**config.mk**
```make
export PLATFORM = sky130hd
export DESIGN_NAME = fetch_pc_unit
export DESIGN_NICKNAME = d
export VERILOG_FILES = /design/src/rtl/fetch_pc_unit.sv
export SDC_FILE = /design/constraint.sdc
export NUM_CORES = 1
export LEC_CHECK = 0
export CORE_MARGIN = 10
export CORE_UTILIZATION = 26
export DETAILED_ROUTE_END_ITERATION = 7
export GPL_ROUTABILITY_DRIVEN = 0
export HOLD_SLACK_MARGIN = 0.12
export PLACE_DENSITY = 0.49
export SLEW_MARGIN = 10
export SYNTH_ARGS = -nofsm -noshare
export SYNTH_HDL_FRONTEND = slang
export SYNTH_SLANG_ARGS = --single-unit
```
**constraint.sdc**
```tcl
create_clock -name clk -period 5 [get_ports clk]
set_input_delay 1 -clock clk [delete_from_list [all_inputs] [get_ports clk]]
set_output_delay 1 -clock clk [all_outputs]
set_load 0.005 [all_outputs]
```
**src/rtl/fetch_pc_unit.sv**
```systemverilog
// Program counter and instruction-fetch stage: fetches one word per instruction over a
// req/ready handshake, holds it for decode, then steers the PC from the resolved PCsrc.
module fetch_pc_unit #(
  parameter int unsigned            DATA_WIDTH = 32,
  parameter logic [DATA_WIDTH-1:0]  RESET_PC   = '0
) (
  input  logic                  clk,
  input  logic                  rst,
  input  logic                  stall,
  input  logic [1:0]            PCsrc,
  input  logic [DATA_WIDTH-1:0] ImmExt,
  input  logic [DATA_WIDTH-1:0] ALUResult,
  output logic                  imem_req,
  output logic [DATA_WIDTH-1:0] imem_addr,
  input  logic                  imem_ready,
  input  logic [DATA_WIDTH-1:0] imem_rdata,
  output logic [DATA_WIDTH-1:0] Instr,
  output logic [DATA_WIDTH-1:0] PC,
  output logic [DATA_WIDTH-1:0] PCPlus4,
  output logic                  valid_out,
  output logic                  trap
);

  localparam logic [DATA_WIDTH-1:0] Four = DATA_WIDTH'(4);
  localparam logic [DATA_WIDTH-1:0] Nop  = DATA_WIDTH'(32'h0000_0013);

  typedef enum logic [1:0] {StIdle, StFetch, StIssue, StTrap} state_e;

  state_e                state_q;
  logic [DATA_WIDTH-1:0] pc_q, pc4_q, instr_q;
  logic                  valid_q, req_q, trap_q;
  logic [DATA_WIDTH-1:0] target_d;

  // Code 11 is reserved and falls back to sequential flow.
  always_comb begin
    target_d = pc_q + Four;
    unique case (PCsrc)
      2'b01:   target_d = pc_q + ImmExt;
      2'b10:   target_d = ALUResult & ~DATA_WIDTH'(1);
      default: target_d = pc_q + Four;
    endcase
  end

  always_ff @(posedge clk) begin
    if (rst) begin
      state_q <= StIdle;
      pc_q    <= RESET_PC;
      pc4_q   <= RESET_PC + Four;
      instr_q <= Nop;
      valid_q <= 1'b0;
      req_q   <= 1'b0;
      trap_q  <= 1'b0;
    end else begin
      unique case (state_q)
        StIdle: begin
          req_q   <= 1'b1;
          state_q <= StFetch;
        end
        StFetch: begin
          if (imem_ready) begin
            instr_q <= imem_rdata;
            valid_q <= 1'b1;
            req_q   <= 1'b0;
            state_q <= StIssue;
          end
        end
        StIssue: begin
          if (!stall) begin
            valid_q <= 1'b0;
            if (target_d[1:0] == 2'b00) begin
              pc_q    <= target_d;
              pc4_q   <= target_d + Four;
              req_q   <= 1'b1;
              state_q <= StFetch;
            end else begin
              trap_q  <= 1'b1;
              state_q <= StTrap;
            end
          end
        end
        StTrap: begin
          req_q   <= 1'b0;
          valid_q <= 1'b0;
        end
        default: state_q <= StIdle;
      endcase
    end
  end

  assign imem_req  = req_q;
  assign imem_addr = pc_q;
  assign Instr     = instr_q;
  assign PC        = pc_q;
  assign PCPlus4   = pc4_q;
  assign valid_out = valid_q;
  assign trap      = trap_q;

endmodule

```
Word level (Yosys, flattened, before mapping)
Index checks and enable logic that the tools add are counted.
Widths: inputs -> output; s select.
Operators by class
  $add $sub $neg: 3
  div/mod/pow operators: 0
  reductions and logical operators: 10
  multipliers: 0
  multiplexer cells: 12
  magnitude comparators: 0
  equality and inequality tests: 8
  bitwise gates (word level): 2
  shift operators: 0
Operators with widths (number)
  $add 32x3->32 const B: 2
  $pmux 32 s2: 1
  $add 32x32->32: 1
  $reduce_and 3->1: 5
  $eq 2x2->1 const B: 3
  $mux 2: 3
  $ne 2x2->1 const B: 3
  $pmux 2 s3: 1
  $reduce_bool 3->1: 2
  $mux 1: 5
  $eq 2x1->1 const B: 2
  $logic_not 2->1: 2
  $pmux 1 s4: 1
  $pmux 1 s3: 1
  $not 1->1: 2
  $reduce_and 2->1: 1
Word-level totals
  input bits: 102
  memory bits (read-only): 0
  output and inout port bits: 131
  memories: 0
  flip-flop bits (word level): 101
  bits in latches: 0
  memory bits (writable): 0

Longest topological paths before layout
Gate-level depths: netlist of run 1.
  depth in word-level cells: 6
  mapped depth: 17

Worst setup path before layout of run 1
Ideal clock, no wire load.
  path kind: input to register
  from: input ImmExt[0]
  to: register pc4_q[29], in the netlist PCPlus4[29]
  slack: 0.476 ns
  path buffers: 0
  required time: 4.909 ns
  data arrival time: 4.433 ns
  stages: 13
  setup time: 0.091 ns
  path through: ha_1 -> inv_1 -> fa_1 -> nor2b_2 -> o31ai_2 -> a2111oi_1 -> nor4_1 -> or4_4 -> and4bb_2 -> nand4_2 -> or3_4 -> or4_1 -> a311oi_1
On the way
  word-level cells in the longest chain between the ends: 4
Ends and longest elaborated chain
  start: declaration: line 11  | input logic [DATA_WIDTH-1:0] ImmExt,
  $add 32x32->32 (*): line 38  | 2'b01: target_d = pc_q + ImmExt;
  $pmux 32 s2 (*): line 37  | unique case (PCsrc)
  branches (longest 2 deep; another with $add 32x3->32)
  end signal: assignment: line 48  | pc4_q <= RESET_PC + Four;
  end signal: assignment: line 72  | pc4_q <= target_d + Four;
  end: declaration: line 30  | logic [DATA_WIDTH-1:0] pc_q, pc4_q, instr_q;
Mark *: on every way between the ends.
A chain may end at the register's enable or synchronous reset.

Final worst setup path of run 1
Same ends and word-level chain as after synthesis.

==> results.md, run 1 <==
- Once detail routing completed, the nets flagged for antenna violations numbered 0.
- The final-report max-slew violation count is 0.
- The flow ran to the end, and the final reports show no timing, DRC or antenna violations.
- The CTS clock-pin slew for the worst setup and hold paths is about 0.07 ns.
- The worst setup path is launched from an input pin.
- The total number of yosys warnings is 0.
- The final HPWL from detailed placement is approximately 27000 um.
- The critical path in this run is classified as in2reg.
- The total count of hold-check failures in the final report came to 0.
- The via density per instance is a little over 5.
- For this configuration, the core starts out at a cell density of 0.2648.
- The iteration-0 DRC count of the detailed router is around 650.
- The number of enable-type register cells in the synthesized netlist is 0.
- The total of flip-flops plus latches after synthesis is 99.
- The type of destination of the critical path is a flip-flop.
- CTS placed an instance of sky130_fd_sc_hd__clkbuf_16 at the clock tree root.
- The worst path in the final design needs a cycle of 4.769 ns, including I/O delays and setup.
- The longest clock path from root to sink contains 2 buffers.
- The cell area after placement is approximately 11000 um2.
- The net count of the finished layout is roughly 1.5k.
- For this run, the leading register cell type out of synthesis is sky130_fd_sc_hd__dfxtp_1.
- In this run the tool buffered the top-level ports with 231 buffer cells.
- The TritonCTS clock tree is done.
- The post-synthesis average cell area is between 7 and 8 um2.
- Power comes to 2.136 mW.
- Detailed routing placed a total of between 15000 and 20000 um of wire on met2.
- Clock tree synthesis inserted a total of 9 buffers.
- Entering global routing, the biggest net connects 57 pins.
- Dividing the final minimum period by the clock period gives 0.9538.
- Row generation in the floorplan step produced 63 rows.
- Setup violations remaining at the end of the flow were counted as 0.
- For this design the top-level I/O count stands at approximately 230.
- Of all nets on the critical path, the largest fanout is 5.
- The required time of the critical path is around 5.3 ns.
- At the later pin of the worst-skew pair, clock insertion delay measures 0.35 ns.
- Static timing analysis puts the maximum clock frequency at 0.2097 GHz.
- For the final database, setup skew stands at slightly above 0.008 ns.
- Detailed routing inserted a total of ~9.0k vias.
- The number of buffers inserted for hold repair after clock tree synthesis is 0.
- The routed metal-1 wire length is 14790 um.
- The height of the die is 194.2 um.
- Routed signal wires occupy layers up through met4.
- The number of levels in the clock H-tree is 3.
- Data on the critical path arrives at its endpoint at between 5 and 6 ns.
- After synthesis, the netlist uses 87 different library cells.
- For this design the ratio of total power to cell area is between 150 and 200 nW/um2.
- After detailed routing, the met3 layer carries between 1500 and 2000 um of wire.
- Of the cells placed in the final design, the portion with a size suffix greater than 1 is 0.1304.
- After routing the design area is 11410 um2.
- For this run, the total global-route usage over all layers was measured as 0.1707.
- After routing, the total negative slack on setup checks comes to 0 ns.
- The cell area after synthesis is ~7900 um2.
- The worst relative slew slack is 0.2177.
- In the synthesized netlist, the number of instances is about 1.1k.
- For this run, design rule violations remaining after detail routing come to 0.
- For this block, the routed nets add up to 34060 um of wire.
- The first detailed-routing pass ran for 6 iterations.
- The overall overflow remaining after global route is 0.
- The floorplan die area is about 38000 um2.
- The worst-case IR drop observed on VDD is around 130 uV.
- The fraction of registers with async set/reset is 0.
- The overall die width is roughly 200 um.
- The kind of path behind the tightest hold check is reg2reg.
- The first global-routing pass estimated just over 50000 um of wire.
- The area growth from synthesis to layout is 44.65%.
- Dividing the detail-routed wire length by the instance count gives 19.50 um.
- The total of max-cap violations is 0.
- The core region area is approximately 30000 um2.
- The number of antenna repair diodes is 0.
- The number of antenna violations at the first check in global routing is 0.
- The via count of the first global-routing pass was roughly 8.6k.
- The clock drives 99 sinks.
- The number of nets in the synthesized netlist is around 1.2k.
- The share of the Yosys chip area taken by registers is 0.2512.
- The leakage component of the power is around 4.2 nW.
- The transition time at the pin with the least slew margin is 1.171 ns.
-- per-layer routing --
metal / up-vias / GRT usage
li1: 4464 / -
met1: 4244 / 0.2133
met2: 259 / 0.2917
met3: 32 / 0.03890
met4: 0 / 0.03578
met5: - / 0
-- layout by cell type, fill, tap and decap left out, types with 5 or more instances in the layout --
cell type	netlist	routed
sky130_fd_sc_hd__nand4_1	27	27
sky130_fd_sc_hd__clkbuf_16	0	9
sky130_fd_sc_hd__nor2_1	99	99
sky130_fd_sc_hd__o31ai_1	11	11
sky130_fd_sc_hd__clkdlybuf4s50_1	0	230
sky130_fd_sc_hd__nand3_1	29	29
sky130_fd_sc_hd__or2_2	5	5
sky130_fd_sc_hd__o211ai_1	12	12
sky130_fd_sc_hd__a21boi_0	9	9
sky130_fd_sc_hd__nand2b_1	8	8
sky130_fd_sc_hd__or3_1	8	7
sky130_fd_sc_hd__mux2i_1	8	8
sky130_fd_sc_hd__a311oi_1	6	6
sky130_fd_sc_hd__o21ai_0	39	38
sky130_fd_sc_hd__a21oi_1	100	100
sky130_fd_sc_hd__dfxtp_1	99	99
sky130_fd_sc_hd__nor3_1	27	27
sky130_fd_sc_hd__a22oi_1	7	7
sky130_fd_sc_hd__and2_1	7	7
sky130_fd_sc_hd__nor4_1	9	9
sky130_fd_sc_hd__nand2_1	181	181
sky130_fd_sc_hd__a31oi_1	9	9
sky130_fd_sc_hd__or4_1	10	10
sky130_fd_sc_hd__a21o_1	10	10
sky130_fd_sc_hd__a221oi_1	5	5
sky130_fd_sc_hd__nor2b_1	8	8
sky130_fd_sc_hd__nor3b_1	7	6
sky130_fd_sc_hd__xor2_1	13	13
sky130_fd_sc_hd__buf_4	34	128
sky130_fd_sc_hd__inv_1	18	18
sky130_fd_sc_hd__ha_1	40	40
sky130_fd_sc_hd__and3_1	11	11
sky130_fd_sc_hd__a22o_1	5	5
sky130_fd_sc_hd__nand3b_1	12	12
sky130_fd_sc_hd__xnor2_1	23	23
sky130_fd_sc_hd__a211oi_1	31	31
-- Yosys cell counts, drive strengths merged (12+ instances only) --
master	n	area share
clkbuf	61	0.029
a211oi	31	0.029
inv	18	0.0086
nand2	181	0.086
nor2	99	0.047
a21oi	102	0.066
nor3	27	0.017
nand3b	12	0.011
xor2	13	0.014
nand3	30	0.020
o211ai	13	0.013
buf	44	0.038
xnor2	23	0.026
ha	40	0.063
dfxtp	99	0.25
nand4	30	0.027
o31ai	12	0.012
o21ai	40	0.026
-- area by class of cell --
type / instances / area [um2]
repair buffers: 360 / 3283
clock buffers: 13 / 250.2
fillers: 3134 / 18390
multi-input cells: 864 / 5324
well taps: 390 / 488.0
inverters: 19 / 71.32
flip-flops and latches: 99 / 1982
clock inverters: 2 / 12.51
-- report_power, final --
| part | total (mW) | internal (mW) | switching [mW] |
|---|---|---|---|
| clock network | 0.649 | 0.349 | 0.300 |
| registers | 0.853 | 0.824 | 0.0287 |
| logic | 0.635 | 0.308 | 0.327 |
-- sequential cells by signal (all words and copies together) (netlist names) --
register   count
imem_req       1
PC            32
trap           1
valid_out      1
PCPlus4       30
state_q        2
Instr         32
-- timing repair --
item,4_1_cts,5_1_grt
endpoints found under the setup margin,0,8
setup buffers,0,0
resized for setup,0,6
-- per-stage QoR --
stage                     hold slack, ns  worst slack, ns    util  cells
after floorplan                   0.4482           0.4758       -   1087
after global placement            0.4419          -0.2040  0.3732   1731
after detailed placement          0.4480          -0.2461  0.3732   1731
after CTS                         0.4573           0.1276  0.3820   1746
after global routing              0.4728         -0.02263  0.3830   1747
final                             0.4538           0.2309  0.3830   1747
-- cells by family (layout without fill, tap and decap cells) --
kind of cell	after synthesis	after routing	synth area share
compound gates	298	298	0.2512
xor+xnor	36	36	0.03997
fa+ha+maj	41	41	0.06598
buf+inv	124	394	0.07613
flops	99	99	0.2512
mux	11	11	0.01443
simple gates	478	478	0.3010
-- critical path, stage by stage --
cell	delay [ns]
sky130_fd_sc_hd__clkdlybuf4s50_1	0.46
sky130_fd_sc_hd__ha_1	0.16
sky130_fd_sc_hd__inv_1	0.06
sky130_fd_sc_hd__fa_1	0.40
sky130_fd_sc_hd__nor2b_2	0.18
sky130_fd_sc_hd__o31ai_2	0.10
sky130_fd_sc_hd__buf_4	0.17
sky130_fd_sc_hd__a2111oi_2	0.29
sky130_fd_sc_hd__nor4_1	0.13
sky130_fd_sc_hd__or4_4	0.56
sky130_fd_sc_hd__and4bb_2	0.36
sky130_fd_sc_hd__nand4_2	0.15
sky130_fd_sc_hd__or3_4	0.35
sky130_fd_sc_hd__or4_1	0.40
sky130_fd_sc_hd__a311oi_1	0.25
-- worst paths after layout --
kind | startpoint | end | slack (ns) | cells after the start
worst min-delay path | Instr[14]$_SDFFE_PP0P_ | Instr[14]$_SDFFE_PP0P_ | 0.45 | 2
worst min register to register | Instr[14]$_SDFFE_PP0P_ | Instr[14]$_SDFFE_PP0P_ | 0.45 | 2
worst max-delay path | ImmExt[0] | PCPlus4[29]$_SDFFE_PP0P_ | 0.23 | 15
worst max register to register | PC[0]$_SDFFE_PP0P_ | PCPlus4[29]$_SDFFE_PP0P_ | 0.84 | 14
(Power assumes the default switching activity.)
==> run 2, diff against run 1 <==
Settings changed: CORE_UTILIZATION 26 to 49, CTS_CLUSTER_SIZE set to 14, PLACE_DENSITY 0.49 to 0.83.
==> run 2 against run 1 <==
- wire length shrank 13%
- cell count shrank 12%
- sequential cell count is the same
- critical path depth is the same
- first-iteration DRC count grew 42%
- clock-buffer cell count grew 1
- combinational power shrank 3.8%
- core utilization grew 30 points
- non-clock buffer count shrank 44
- register-to-register slack gained 0.02 ns
- setup slack lost 0.030 ns
==> results.md, run 2 (same netlist as run 1, synthesis figures left out) <==
- The number of iterations in the first detailed-routing pass is 6 (unchanged).
- The final-report max-slew violation count was 0 (unchanged).
- The kind of cell adding the most delay to the critical path is simple AND/OR/NAND/NOR gates.
- The number of buffers inserted for hold repair after clock tree synthesis is 0 (unchanged).
- The height of the die is 146.9 um (-24%).
- The core region area was 15830 um2 (-47%).
- The post-detailed-route count of antenna-violating nets is 0 (unchanged).
- The total of max-cap violations is 0 (unchanged).
- The wire length of the first global-routing pass is 45580 um (-12%).
- The ratio of final minimum period to clock period is 0.9599 (+0.006069).
- The leakage component of the power came to 4.012 nW (-4.9%).
- The maximum clock skew at final layout is 0.006935 ns (-0.001253 ns).
- The clock buffer count from CTS is 9 (unchanged).
- The worst setup path is of the in2reg kind.
- The hold path depth is 2 (unchanged).
- The type of destination of the critical path is a flip-flop.
- The number of antenna repair diodes was 0 (unchanged).
- The library cell used most frequently in the layout, excluding fill and tap cells, is sky130_fd_sc_hd__clkdlybuf4s50_1.
- The all-layer global routing usage is 0.2537 (+0.08297).
- The peak supply drop is 192.9 uV (+47%).
- The detailed-route DRC error count is 0 (unchanged).
- The standard-cell row count came to 46 (-27%).
- The critical path buffer and inverter count is 3 (unchanged).
- The non-filler instance count after layout was 1530 (-12%).
- The cell count after placement was 1512 (-13%).
- The deepest clock path buffer count is 2 (unchanged).
- The total stage count of the critical path is 15 (unchanged).
- The maximum number of pins on one net before global-route repair was 57 (unchanged).
- The CTS sink count is 99 (unchanged).
- The worst-case hold slack was 0.4527 ns (-0.001021 ns).
- The fraction of layout cells with a size suffix above 1 was 0.1012 (-0.02922).
- The initial core utilization is 0.4984 (+0.2337).
- The run finished with clean final reports.
- STA classifies the critical path startpoint as an input pin.
- The worst-path maximum fanout is 5 (unchanged).
- The signal arrival time at the worst endpoint came to 5.04 ns (+0.02 ns).
- The biggest cell delay along the critical path came to 0.54 ns (-0.02 ns).
- The length in cells of the worst reg-to-reg path is 14 (unchanged).
- The via density per instance was 6.082 (+18%).
- The count of port buffers added during placement came to 231 (unchanged).
- The worst relative slew slack came to 0.2694 (+0.05175).
- The slack of the worst reg-to-reg path is 0.86 ns (+0.02 ns).
- The floorplan die area is 21580 um2 (-43%).
- The post-layout minimum cycle time is 4.799 ns (+0.03035 ns).
- In this run the worst hold path is classified as reg2reg.
- The count of pins on the block boundary was 233 (unchanged).
- The overall overflow remaining after global route came to 0 (unchanged).
- The iteration-0 DRC count of the detailed router was 918 (+42%).
- The largest individual stage delay along the critical path comes from the cell sky130_fd_sc_hd__or4_4.
- The clock latency at the later pin of the worst-skew pair came to 0.34 ns (about the same).
- The final routed wire length divided by cell count is 19.33 um (-0.88%).
- The CTS clock-pin slew for the worst setup and hold paths is 0.06 ns (about the same).
- Compared with the post-synthesis result, the final layout area differs by 37.94%.
- The number of antenna violations at the first check in global routing is 0 (unchanged).
- The power density relative to cell area is 194.7 nW/um2 (+4.0%).
- The required time of the critical path is 5.25 ns (about the same).
- The TritonCTS clock tree is done.
- The total count of hold-check failures in the final report was 0 (unchanged).
- Setup repair after global routing left no endpoint under its margin.
- The total wire length after detailed routing is 29570 um (-13%).
- The final-report setup violation count came to 0 (unchanged).
- The count of vias placed by the detailed router is 9306 (+3.4%).
- The final HPWL from detailed placement is 22540 um (-17%).
- The overall die width was 146.9 um (-24%).
- The tree is rooted in a sky130_fd_sc_hd__clkbuf_16.
- The maximum achievable frequency is 0.2084 GHz (-0.63%).
- The final sum of negative setup slack is 0 ns (unchanged).
- The via count of the first global-routing pass is 8753 (+1.9%).
- The post-layout net count is 1452 (-2.9%).
- The number of levels in the clock H-tree is 3 (unchanged).
- Walking the worst path, the cells encountered are clkdlybuf4s50_1, ha_1, inv_1, fa_1, nor2b_2, o31ai_2, buf_4, a211o_1, and3_1, or4_4, and4bb_2, nand4_2, or3_4, or4_1, a311oi_1.
- The transition time at the pin with the least slew margin is 1.093 ns (-0.07744 ns).
- The top cell types in the final layout, fill and taps aside, are sky130_fd_sc_hd__clkdlybuf4s50_1 (230), sky130_fd_sc_hd__nand2_1 (181), sky130_fd_sc_hd__a21oi_1 (100).
run 2: area by class of cell:
| class | count | area [um2] |
|---|---|---|
| Timing Repair Buffer | 316 | 2965 |
| Inverter | 19 | 71.32 |
| Fill cell | 1326 | 4946 |
| Sequential cell | 99 | 1982 |
| Clock buffer | 14 | 264.0 |
| Multi-Input combinational cell | 864 | 5319 |
| Clock inverter | 2 | 10.01 |
| Tap cell | 216 | 270.3 |
run 2: path summary, 6_finish.rpt:
check / end / startpoint
max: PCPlus4[29]$_SDFFE_PP0P_ / ImmExt[0]
min: Instr[29]$_SDFFE_PP0P_ / Instr[29]$_SDFFE_PP0P_
max reg2reg: PCPlus4[29]$_SDFFE_PP0P_ / PC[0]$_SDFFE_PP0P_
min reg2reg: Instr[29]$_SDFFE_PP0P_ / Instr[29]$_SDFFE_PP0P_
run 2: through the flow:
stage | utilization | power, mW | setup slack [ns] | area (um2)
after global placement | 0.6675 | 1.451 | -0.04621 | 10570
final | 0.6875 | 2.119 | 0.2006 | 10880
after CTS | 0.6848 | 2.111 | 0.2330 | 10840
after global routing | 0.6875 | 2.208 | 0.001610 | 10880
after detailed placement | 0.6675 | 1.463 | -0.09100 | 10570
after floorplan | - | 1.175 | 0.4758 | 7889
run 2: worst register-to-register path: cells and delay by family, from the launching register on:
family,cells,cell delay [ns]
and+or+nand+nor,7,2.18
AOI/OAI and AO/OA,3,0.62
adders and majority gates,2,0.61
DFF,1,0.42
buffers and inverters,2,0.21
run 2: where the power goes:
| part | total [mW] | leakage (nW) | internal [mW] | switching (mW) |
|---|---|---|---|---|
| Clock | 0.652 | 0.137 | 0.364 | 0.288 |
| Sequential | 0.856 | 0.802 | 0.824 | 0.0315 |
| Combinational | 0.611 | 3.07 | 0.296 | 0.315 |
| Total | 2.12 | 4.01 | 1.48 | 0.634 |
run 2: metal layers:
layer / part of all wire / global-route usage / wire length, um
met1: 0.39 / 0.3004 / 11410
met2: 0.49 / 0.4375 / 14350
met3: 0.095 / 0.06265 / 2810
met4: 0.034 / 0.08458 / 998
met5: 0 / 0 / 0
run 2: what timing repair did:
item	4_1_cts	5_1_grt
hold endpoints to repair	0	0
endpoints found under the setup margin	0	3
buffers inserted	0	1
resized for setup	0	3
==> run 3, diff against run 2 <==
Settings changed: CORE_ASPECT_RATIO set to 0.5.
==> run 3 against run 2 <==
- die area increased by 1.4%
- cell count barely moved
- critical endpoint unchanged
- sequential cell count unchanged
- setup slack lost 0.085 ns
- wire length rose by 6.8%
- sequential power hardly changed
- via count is 1.3% higher
- final area up 1.2%
- clock-buffer cell count is 2 lower
- non-clock buffer count increased by 13
==> results.md, run 3 (same netlist as run 1, synthesis figures left out) <==
- The clock network fraction of total power is 0.314 (+0.006).
- The iteration-0 DRC count of the detailed router came to 1154 (+26%).
- The count of port buffers added during placement is 231 (unchanged).
- The fraction of layout cells with a size suffix above 1 was 0.1168 (+0.01559).
- The critical path start-end classification is in2reg.
- The capture instance of the worst register-to-register path is PCPlus4[29]$_SDFFE_PP0P_.
- The design internal power is 1.504 mW (+1.3%).
- The worst relative slew slack is 0.2702 (+0.0007960).
- Leaving out fill and tap cells, the most frequent cell in the layout is sky130_fd_sc_hd__clkdlybuf4s50_1.
- The cell area after placement is 10660 um2 (+0.85%).
- The wire length of the first global-routing pass is 47870 um (+5.0%).
- The combinational group share of total power is 0.293 (+0.004).
- The CTS sink count is 99 (unchanged).
- The deepest clock path buffer count was 2 (unchanged).
- In the layout the commonest cells are sky130_fd_sc_hd__clkdlybuf4s50_1 (230), sky130_fd_sc_hd__nand2_1 (181), sky130_fd_sc_hd__a21oi_1 (100).
- The post-layout net count came to 1465 (+0.90%).
- The signal arrival time at the worst endpoint came to 5.13 ns (+0.09 ns).
- The kind of path behind the tightest hold check is reg2reg.
- The maximum number of pins on one net before global-route repair is 68 (+19%).
- The overall overflow remaining after global route is 0 (unchanged).
- The number of antenna violations at the first check in global routing is 0 (unchanged).
- The flow ran to the end, and the final reports show no timing, DRC or antenna violations.
- The start point of the critical path is ImmExt[0].
- The count of pins on the block boundary came to 233 (unchanged).
- The final HPWL from detailed placement is 24740 um (+9.7%).
- The final routed wire length divided by cell count came to 20.63 um (+6.8%).
- The transition time at the pin with the least slew margin is 1.095 ns (+0.001454 ns).
- The detailed-route DRC error count came to 0 (unchanged).
- The number of levels in the clock H-tree was 3 (unchanged).
- The initial core utilization is 0.5065 (+0.008088).
- The area growth from synthesis to layout is 39.60%.
- The total count of hold-check failures in the final report was 0 (unchanged).
- The post-route standard cell area excluding fillers was 11010 um2 (+1.2%).
- The all-layer global routing usage is 0.2744 (+0.02073).
- In this run the critical register-to-register path is launched from PC[15]$_SDFFE_PP0P_.
- The fill cell instance count of the final layout was 1252 (-5.6%).
- The count of vias placed by the detailed router is 9431 (+1.3%).
- The via count of the first global-routing pass is 8830 (+0.88%).
- The total wire length after detailed routing is 31590 um (+6.8%).
- The via density per instance is 6.160 (+1.3%).
- The type of destination of the critical path is a flip-flop.
- The cell sitting at the root of the clock tree is a sky130_fd_sc_hd__clkbuf_16.
- The non-filler instance count after layout was 1531 (+0.065%).
- TritonCTS built the clock tree.
- The final-report max-slew violation count is 0 (unchanged).
- The peak supply drop is 256.4 uV (+33%).
- The post-layout minimum cycle time is 4.885 ns (+0.08528 ns).
- The final-report setup violation count was 0 (unchanged).
- The post-detailed-route count of antenna-violating nets came to 0 (unchanged).
- The slack of the worst reg-to-reg path was 0.74 ns (-0.12 ns).
- The length in cells of the worst reg-to-reg path was 12 (-2).
- The required time of the critical path was 5.25 ns (about the same).
- The number of antenna repair diodes came to 0 (unchanged).
- The worst-path maximum fanout is 4 (-1).
- The floorplan die area was 21880 um2 (+1.4%).
- Following the worst setup path forward leads to its endpoint at PCPlus4[29]$_SDFFE_PP0P_.
- The number of iterations in the first detailed-routing pass is 7 (+1).
- The ratio of final minimum period to clock period was 0.9769 (+0.01706).
- The cell count after placement was 1514 (+0.13%).
- The standard-cell row count came to 32 (-30%).
- The overall die width is 199.4 um (+36%).
- The maximum clock skew at final layout is 0.007938 ns (+0.001003 ns).
- The power density relative to cell area came to 197.6 nW/um2 (+1.5%).
- The number of buffers inserted for hold repair after clock tree synthesis is 0 (unchanged).
- The leakage component of the power is 4.087 nW (+1.9%).
- The height of the die is 109.7 um (-25%).
- The worst setup path is launched from an input pin.
- The net switching share of the total power was 0.3091 (+0.009687).
- The core region area came to 15570 um2 (-1.6%).
- The sequential share of power is 0.393 (-0.011).
- The clock latency at the later pin of the worst-skew pair is 0.34 ns (about the same).
- The CTS clock-pin slew for the worst setup and hold paths is 0.07 ns (about the same).
- The total of max-cap violations is 0 (unchanged).
- The maximum achievable frequency is 0.2047 GHz (-1.7%).
- The clock buffer count from CTS is 9 (unchanged).
- The net switching power came to 0.6727 mW (+6.0%).
[run 3: cell count changes in the layout (fill, tap and decap cells not counted), sizes merged]
cell      delta
buf         +13
clkinvlp     +1
clkinv       +1
clkbuf       -2
[run 3: worst min path at each step]
stage,start,endpoint,slack [ns],cells past startpoint
finish,PCPlus4[13]$_SDFFE_PP0P_,PCPlus4[13]$_SDFFE_PP0P_,0.45,2
global route,PCPlus4[6]$_SDFFE_PP0P_,PCPlus4[6]$_SDFFE_PP0P_,0.47,2
CTS,Instr[16]$_SDFFE_PP0P_,Instr[16]$_SDFFE_PP0P_,0.45,2
detailed placement,PCPlus4[13]$_SDFFE_PP0P_,PCPlus4[13]$_SDFFE_PP0P_,0.45,2
global placement,PCPlus4[8]$_SDFFE_PP0P_,PCPlus4[8]$_SDFFE_PP0P_,0.44,2
floorplan,PCPlus4[14]$_SDFFE_PP0P_,PCPlus4[14]$_SDFFE_PP0P_,0.45,2
[run 3: through the flow]
step | worst slack [ns] | total power, mW | setup TNS, ns | utilization | hold slack, ns
after global placement | -0.2018 | 1.469 | -0.8101 | 0.6841 | 0.4390
after global routing | -0.02441 | 2.264 | -0.02441 | 0.7071 | 0.4748
after floorplan | 0.4758 | 1.175 | 0 | - | 0.4482
after CTS | 0.05193 | 2.160 | 0 | 0.7035 | 0.4549
after detailed placement | -0.3882 | 1.486 | -2.030 | 0.6841 | 0.4453
final | 0.1153 | 2.176 | 0 | 0.7071 | 0.4514
[run 3: what timing repair did]
action                     4_1_cts  5_1_grt
buffers inserted                 0        1
gates resized for setup          1        9
setup endpoints to repair        2        6
pin swaps                        0        2
[run 3: cell type report]
type	count	area (um2)	share of cell area
Clock buffer	12	266.5	0.02420
Clock inverter	4	33.78	0.003067
Inverter	19	71.32	0.006476
Multi-Input combinational cell	864	5361	0.4868
Sequential cell	99	1982	0.1800
Tap cell	204	255.2	0.02318
Timing Repair Buffer	329	3043	0.2763
[run 3: power groups by stage]
| stage | clock, mW | sequential (mW) | combinational, mW |
|---|---|---|---|
| after floorplan | 0 | 0.870 | 0.305 |
| after global placement | 0 | 0.870 | 0.598 |
| after detailed placement | 0 | 0.872 | 0.614 |
| after CTS | 0.687 | 0.854 | 0.618 |
| after global routing | 0.722 | 0.859 | 0.682 |
| final | 0.683 | 0.855 | 0.637 |
[run 3: worst max-delay path: stages]
cell                              delay, ns
sky130_fd_sc_hd__clkdlybuf4s50_1       0.49
sky130_fd_sc_hd__ha_1                  0.19
sky130_fd_sc_hd__inv_1                 0.07
sky130_fd_sc_hd__fa_1                  0.41
sky130_fd_sc_hd__nor2b_2               0.18
sky130_fd_sc_hd__o31ai_2               0.12
sky130_fd_sc_hd__buf_4                 0.18
sky130_fd_sc_hd__a2111oi_4             0.30
sky130_fd_sc_hd__nor4_2                0.13
sky130_fd_sc_hd__or4_4                 0.57
sky130_fd_sc_hd__and4bb_2              0.34
sky130_fd_sc_hd__nand4_2               0.12
sky130_fd_sc_hd__or3_4                 0.35
sky130_fd_sc_hd__or4_1                 0.41
sky130_fd_sc_hd__a311oi_1              0.26
[run 3: per-layer routing]
layer / part of all wire / GRT usage / vias up
met1: 0.39 / 0.3502 / 4325
li1: - / - / 4396
met5: 0 / 0 / -
met4: 0.023 / 0.07568 / 0
met3: 0.16 / 0.1055 / 84
met2: 0.43 / 0.4255 / 626
